## src/rtl/des_key_round_gen.sv

```systemverilog
// des_key_round_gen
// Per-round DES key schedule generator (pre-PC-2). A start in IDLE latches
// the 56-bit post-PC-1 key and the encrypt/decrypt mode, then the block
// presents 16 rotated {C,D} values, one per accepted valid/ready transfer.
// C = key[55:28] and D = key[27:0] rotate independently as 28-bit halves.
//
// Ports:
//   clk         - clock, all state updates on the rising edge
//   rst         - synchronous active-high reset
//   start       - begin a schedule (honoured only when idle)
//   decrypt     - mode sampled with start: 0 rotate left, 1 rotate right
//   key_in      - 56-bit key payload sampled with start
//   round_ready - downstream accepts round_key this cycle
//   round_key   - rotated {C,D} for round round_idx
//   round_idx   - round number 0..15
//   round_valid - round_key/round_idx valid
//   busy        - schedule in progress
//   done        - one-cycle pulse after the round-15 transfer
module des_key_round_gen #(
    parameter int NUM_ROUNDS = 16
) (
    input  logic        clk,
    input  logic        rst,
    input  logic        start,
    input  logic        decrypt,
    input  logic [55:0] key_in,
    input  logic        round_ready,
    output logic [55:0] round_key,
    output logic [3:0]  round_idx,
    output logic        round_valid,
    output logic        busy,
    output logic        done
);

    typedef enum logic {IDLE, RUN} state_t;

    localparam logic [3:0] LAST_IDX = 4'(NUM_ROUNDS - 1);

    state_t      state, state_nxt;
    logic        mode, mode_nxt;
    logic [55:0] key_nxt;
    logic [3:0]  idx_nxt;
    logic        valid_nxt;
    logic        done_nxt;

    // Rotation amount for a given round. Decrypt round 0 is an identity so
    // the first decrypt key is the latched key itself.
    function automatic logic [1:0] shift_amt(input logic [3:0] idx, input logic dec);
        case (idx)
            4'd0:                shift_amt = dec ? 2'd0 : 2'd1;
            4'd1, 4'd8, 4'd15:   shift_amt = 2'd1;
            default:             shift_amt = 2'd2;
        endcase
    endfunction

    function automatic logic [27:0] rot28(input logic [27:0] h, input logic [1:0] amt,
                                          input logic dec);
        case (amt)
            2'd1:    rot28 = dec ? {h[0], h[27:1]}   : {h[26:0], h[27]};
            2'd2:    rot28 = dec ? {h[1:0], h[27:2]} : {h[25:0], h[27:26]};
            default: rot28 = h;
        endcase
    endfunction

    // Halves never exchange bits: each 28-bit half wraps on itself.
    function automatic logic [55:0] rot_cd(input logic [55:0] cd, input logic [1:0] amt,
                                           input logic dec);
        rot_cd = {rot28(cd[55:28], amt, dec), rot28(cd[27:0], amt, dec)};
    endfunction

    always_comb begin
        state_nxt = state;
        mode_nxt  = mode;
        key_nxt   = round_key;
        idx_nxt   = round_idx;
        valid_nxt = round_valid;
        done_nxt  = 1'b0;
        case (state)
            IDLE: begin
                if (start) begin
                    state_nxt = RUN;
                    mode_nxt  = decrypt;
                    key_nxt   = rot_cd(key_in, shift_amt(4'd0, decrypt), decrypt);
                    idx_nxt   = 4'd0;
                    valid_nxt = 1'b1;
                end
            end
            RUN: begin
                if (round_valid && round_ready) begin
                    if (round_idx == LAST_IDX) begin
                        // round_key/round_idx keep their last values
                        state_nxt = IDLE;
                        valid_nxt = 1'b0;
                        done_nxt  = 1'b1;
                    end else begin
                        idx_nxt = round_idx + 4'd1;
                        key_nxt = rot_cd(round_key, shift_amt(round_idx + 4'd1, mode), mode);
                    end
                end
            end
            default: state_nxt = IDLE;
        endcase
    end

    always_ff @(posedge clk) begin
        if (rst) begin
            state       <= IDLE;
            mode        <= 1'b0;
            round_key   <= '0;
            round_idx   <= '0;
            round_valid <= 1'b0;
            done        <= 1'b0;
        end else begin
            state       <= state_nxt;
            mode        <= mode_nxt;
            round_key   <= key_nxt;
            round_idx   <= idx_nxt;
            round_valid <= valid_nxt;
            done        <= done_nxt;
        end
    end

    assign busy = (state == RUN);

endmodule

```

## config.mk

```make
export PLATFORM = sky130hd
export DESIGN_NAME = des_key_round_gen
export DESIGN_NICKNAME = d
export VERILOG_FILES = /design/src/rtl/des_key_round_gen.sv
export SDC_FILE = /design/constraint.sdc
export NUM_CORES = 1
export LEC_CHECK = 0
export CAP_MARGIN = 20
export CORE_AREA = 2 2 152 154
export CTS_CLUSTER_SIZE = 30
export DETAILED_ROUTE_END_ITERATION = 12
export DIE_AREA = 0 0 154 156
export SYNTH_ARGS = -nofsm -noshare
export SYNTH_HDL_FRONTEND = slang
export SYNTH_SLANG_ARGS = --single-unit
```

## constraint.sdc

```tcl
create_clock -name clk -period 6.6 [get_ports clk]
set_clock_uncertainty 0.2 [all_clocks]
set_input_delay 0.99 -clock clk [delete_from_list [all_inputs] [get_ports clk]]
set_output_delay 0.99 -clock clk [all_outputs]
set_load 0.05 [all_outputs]
```

# --- After elaboration in Yosys (flattened, before gate mapping) ---
# Cells that the tools add are included.
# W data, S select, Z words.
op_classes:
  addsub: 1
  mul: 0
  div_mod_pow: 0
  n_lt_le_gt_ge: 0
  eq_ne: 13
  shift: 0
  mux: 37
  bitwise: 2
  n_reduce_logical: 8
op_table:
  columns: ["op", "count"]
  rows:
  - ["$mux W28", 8]
  - ["$pmux W28 S2", 4]
  - ["$mux W56", 3]
  - ["$pmux W56 S2", 1]
  - ["$eq A4 B4 Y1 const B", 3]
  - ["$mux W4", 3]
  - ["$mux W2", 5]
  - ["$mux W1", 9]
  - ["$pmux W4 S2", 1]
  - ["$reduce_and A3 Y1", 2]
  - ["$reduce_or A3 Y1", 2]
  - ["$add A4 B1 Y4 const B", 1]
  - ["$eq A2 B1 Y1 const B", 2]
  - ["$eq A2 B2 Y1 const B", 2]
  - ["$eq A4 B1 Y1 const B", 1]
  - ["$logic_not A4 Y1", 1]
  - ["$ne A2 B1 Y1 const B", 2]
  - ["$ne A2 B2 Y1 const B", 2]
  - ["$pmux W1 S2", 2]
  - ["$pmux W2 S2", 1]
  - ["$reduce_and A4 Y1", 1]
  - ["$ne A3 B1 Y1 const B", 1]
  - ["$not A1 Y1", 2]
  - ["$reduce_and A2 Y1", 1]
  - ["$logic_and A1 B1 Y1", 1]
totals:
  ff_bits: 64
  latchBits: 0
  mem_bits_rw: 0
  romBits: 0
  input_bits: 61
  out_inout_bits: 63
  word_cells: 67
  n_memories: 0

# --- Longest topological paths before layout ---
depth:
  depth_word: 12
  mapped_depth: 9
  mapped_depth_nobuf: 7

# --- Worst setup path after synthesis ---
# No wires, ideal clock.
synth_timing:
  kind: "reg-to-reg"
  from: "register round_idx[0]"
  to: "register round_key[10]"
  setup_ns: 0.117
  arrival_time_ns: 2.369
  required_ns: 6.283
  setup_slack_ns: 3.914
  path_stages_with_launch: 9
  path_buffers: 2
  period_less_slack_ns: 2.686
  path_cell_list: "dfxtp_1 -> inv_1 -> ha_1 -> or4_4 -> o211ai_2 -> buf_4 -> buf_6 -> nor2_1 -> a32o_1"
synth_between:
  elab_chain_cells: 12
  word_cells_on_any_way: 20
  classes_between: "add/sub (1); eq/ne (8); mux (8); reduce/logical (3)"
synth_rtl:
  columns: ["element", "line", "source"]
  rows:
  - ["start, declared", "29", "output logic [3:0] round_idx,"]
  - ["start signal, assigned", "117", "round_idx <= idx_nxt;"]
  - ["$add A4 B1 Y4", "97", "key_nxt = rot_cd(round_key, shift_amt(round_idx + 4'd1, mode), mode);"]
  - ["$eq A4 B1 Y1 / $eq A4 B4 Y1 (equally long branches)", "49", "case (idx)"]
  - ["$reduce_or A3 Y1", "49", null]
  - ["$pmux W2 S2", "49", null]
  - ["$mux W2", "90", "if (round_idx == LAST_IDX) begin"]
  - ["$mux W2", "89", "if (round_valid && round_ready) begin"]
  - ["$mux W2", "78", "case (state)"]
  - ["$eq A2 B2 Y1 / $eq A2 B1 Y1 (equally long branches)", "58", "case (amt)"]
  - ["$pmux W28 S2", "58", null]
  - ["$mux W56", "90", null]
  - ["$mux W56", "89", null]
  - ["$pmux W56 S2", "78", null]
  - ["end signal, assigned", "116", "round_key <= key_nxt;"]
  - ["end, declared", "28", "output logic [55:0] round_key,"]
# Several ways; a longest one is shown, not always the timed one. The select of a mux whose other input is x is not followed.
# A chain may end at the register's enable or synchronous reset.

# --- Worst setup path after layout ---
layout_timing:
  from: "register state, in the netlist busy"
  to: "register round_key[3]"
layout_between:
  elab_chain_cells: 3
  word_cells_on_any_way: 7
  classes_between: "eq/ne (4); mux (1); bitwise (1); reduce/logical (1)"
layout_rtl:
  columns: ["element", "line", "source"]
  rows:
  - ["start, declared", "39", "state_t state, state_nxt;"]
  - ["start signal, assigned", "114", "state <= state_nxt;"]
  - ["$not A1 Y1", null, null]
  - ["$ne A2 B2 Y1 (no line)", null, null]
  - ["$reduce_and A4 Y1 (no line)", null, null]
# Several ways; a longest one is shown, not always the timed one.

==> results.md <==
- Max Transition Viols Final: 0
- Slew @ Worst Pin: 1.03 ns
- Worst setup startpoint: busy
- Flip-flop and latch count after synthesis: between 60 and 70
- Combined flip-flop and latch cell area: approximately 1300 um^2
- Fin area: 7050 um^2
- Result of the run: finished clean
- Clock edge transition at the registers on the reported setup and hold paths: around 0.05 ns
- Core area: 22400 um^2
- Share of layout cells above drive strength 1: 4.46%
- Width of the die: 154 um
- TritonCTS clock tree: done
- Gate count after technology mapping: about 650
- Power Density: 225 nW/um^2
- Final period util: 56.3%
- Minimum clock period: 3.71 ns
- IO Pins: 124
- Diode insertion count for antenna repair: 0
- Number of antenna violations at the first check in global routing: 0
- Starting utilization of the core area: around 25%
- Post-synthesis async set-or-reset flop share: 0%
- Arr. time, crit path: 3.73 ns
- Top layer reached by signal wires: met4
- Sequential share of the synthesized area: 23.4%
- Multi-input gate area in the final layout: 3820 um^2
- First-pass iteration count of the detailed router: 4
- Count of routing violations after the opening detailed-route iteration: 439
- Logic depth of the worst register-to-register path: 6
- Max Freq: around 270 MHz
- Number of unique standard cell types used by synthesis: 37
- Max_cap viols: 0
- CTS Hold Bufs: 0
- Met3 WL: between 500 and 600 um
- Setup crit end kind: flop
- Number of cells in the design after placement: 986
- Combined area of all synthesized cells: 5480 um^2
- Clock root buffer: clkbuf_16
- Number of cells upsized or downsized after cts: 0
- Pin count of the biggest net entering global routing: 114
- Highest net fanout along the worst path: 92
- YS warnings: 0
- Global placement routability congestion: 0.743
- Total gr overflow: 0
- Overall track demand over capacity in global routing: 14.6%
- RSZ-0062 raised after global routing: false
- Synth area leader: dfxtp_1
- Leakage dissipation: 2.00 nW
- Hold path startpoint: round_valid
- Deepest clock path buffer count: 2
- Buffers inserted during post-CTS setup optimization: 0
- Launch instance of the worst register-to-register path: busy
- Non-filler instance count after layout: 1002
- Y dimension of the die: 156 um
- Routed vias: 5529
- Vias in the first global route: just over 5000
- Class of the most critical hold timing path: reg2reg
- Final net count: 777
- WS Path Type: reg2reg
- Number of synthesized flops with an enable pin: 0
- CTS sink cnt: 64
- Global-route wire length before repair: a little under 30000 um
- Full die area: 24000 um^2
- Residual antenna-violating net count after detailed routing: 0
- Number of placement rows: 55
- Rel. slew slack: 31.1%
- Required time at the worst-slack endpoint: 6.61 ns
- Fill cell count: 2369
- Setup TNS Final: 0 ns
- Share of Yosys cell area claimed by the top area cell type: 23.4%
- Via density: roughly 5.5
- Category of the worst setup path launch point: flop
- Largest vdd supply drop: about 0.12 mV
- Most area-consuming cells after synthesis: dfxtp_1 23%, mux2i_1 21%, a32o_1 10%
- DR WL met2: 8370 um
- Syn avg cell area: between 8 and 9 um^2
- Growth of design area from synthesis to finish: 28.6%
- Clock buffer count from CTS: 9
- Nets in the synthesized netlist: 718
- IO Port Bufs: around 120
- Worst skew pair latency: roughly 0.33 ns
- Total of endpoints with negative setup slack in the final report: 0
- Routed length on met1: 9070 um
- Number of endpoints with negative hold slack in the final report: 0
- Routed Wire Length: ~18000 um
- Number of cells on the worst hold path: 2
- Post-Route Utilization: 31.5%
- Most used flip-flop cell after synthesis: dfxtp_1
- Wire length per cell after detailed routing: 18.1 um
- H-Tree Depth: 3
- Remaining DRCs: 0
- Post-DP HPWL: about 11000 um
- DP Area: 6770 um^2
## path summary, 6_finish.rpt
kind | endpoint | slack [ns]
max | round_key[3] | 2.89
max reg2reg | round_key[3] | 2.89
min | done | 0.33
min reg2reg | done | 0.33
## metrics by stage
| stage | hold WS, ns | total power [W] | worst slack (ns) |
|---|---|---|---|
| global placement | 0.312 | 0.00114 | 2.81 |
| detailed placement | 0.321 | 0.00114 | 2.74 |
| CTS | 0.329 | 0.00160 | 2.90 |
| floorplan | 0.524 | 0.000939 | 3.91 |
| finish | 0.328 | 0.00158 | 2.89 |
| global route | 0.376 | 0.00167 | 2.64 |
## cells by family (layout without fill, tap and decap cells)
group / count (synthesis) / after routing / synth area share (%)
AND/OR/NAND/NOR: 198 / 198 / 19.6
AO/OA/AOI/OAI: 186 / 186 / 27.7
multiplexers: 113 / 113 / 20.6
buffers and inverters: 86 / 150 / 7.49
flip-flops: 64 / 64 / 23.4
adder cells (fa/ha/maj): 4 / 4 / 0.913
XOR/XNOR: 2 / 2 / 0.320
## cell usage after synthesis, types with 2 or more instances
cell type,number
mux2i_1,113
dfxtp_1,64
nor2_1,63
clkbuf_1,59
nor2b_1,57
a211oi_1,56
a32o_1,56
nand4_1,56
o211ai_1,56
buf_6,9
buf_1,7
nand3_1,7
a21oi_1,5
nand2_1,5
o21ai_0,5
buf_2,4
buf_4,4
ha_1,4
inv_1,3
and2_1,2
nand2b_1,2
## layout by cell type, fill, tap and decap left out, types with 2 or more instances in the layout
cell type and count:
a211oi_1 56, a21oi_1 5, a32o_1 56, buf_4 9, clkbuf_1 2, clkbuf_16 9, clkbuf_8 2, clkdlybuf4s50_1 122
clkinv_2 2, dfxtp_1 62, dfxtp_4 2, ha_1 4, inv_1 3, mux2i_1 113, nand2_1 4, nand2b_1 2
nand3_1 7, nand4_1 56, nor2_1 63, nor2b_1 57, o211ai_1 56, o21ai_0 5
## sequential cells by signal, indices dropped and copies added, names as in the netlist
| register | cells |
|---|---|
| busy | 1 |
| done | 1 |
| mode | 1 |
| round_idx | 4 |
| round_key | 56 |
| round_valid | 1 |
## layout make-up
class | instances | area share [%]
clock buffer | 13 | 3.69
clock inverter | 3 | 0.249
inverter | 3 | 0.160
multi-input combinational | 503 | 54.3
sequential | 64 | 18.3
tap | 285 | 5.06
timing repair buffer | 131 | 18.3
## routing by layer
layer,track usage (%),vias to the layer above
met4,4.05,0
met5,0,-
met1,20.9,2713
met2,23.0,110
li1,-,2694
met3,2.06,12
## report_power, final
group | switching, W | internal [W] | leakage (nW)
Clock | 0.000177 | 0.000274 | 0.136
Combinational | 0.000345 | 0.000246 | 1.34
Sequential | 0.000109 | 0.000432 | 0.526
Total | 0.000632 | 0.000951 | 2.00
## critical path, cell delays in order (launching register included)
cell and delay, ns:
dfxtp_4 0.95, buf_4 0.83, a21oi_1 0.29, nor2_1 0.37, a21oi_4 0.29, buf_4 0.33, a32o_1 0.24
(Power assumes the default switching activity.)
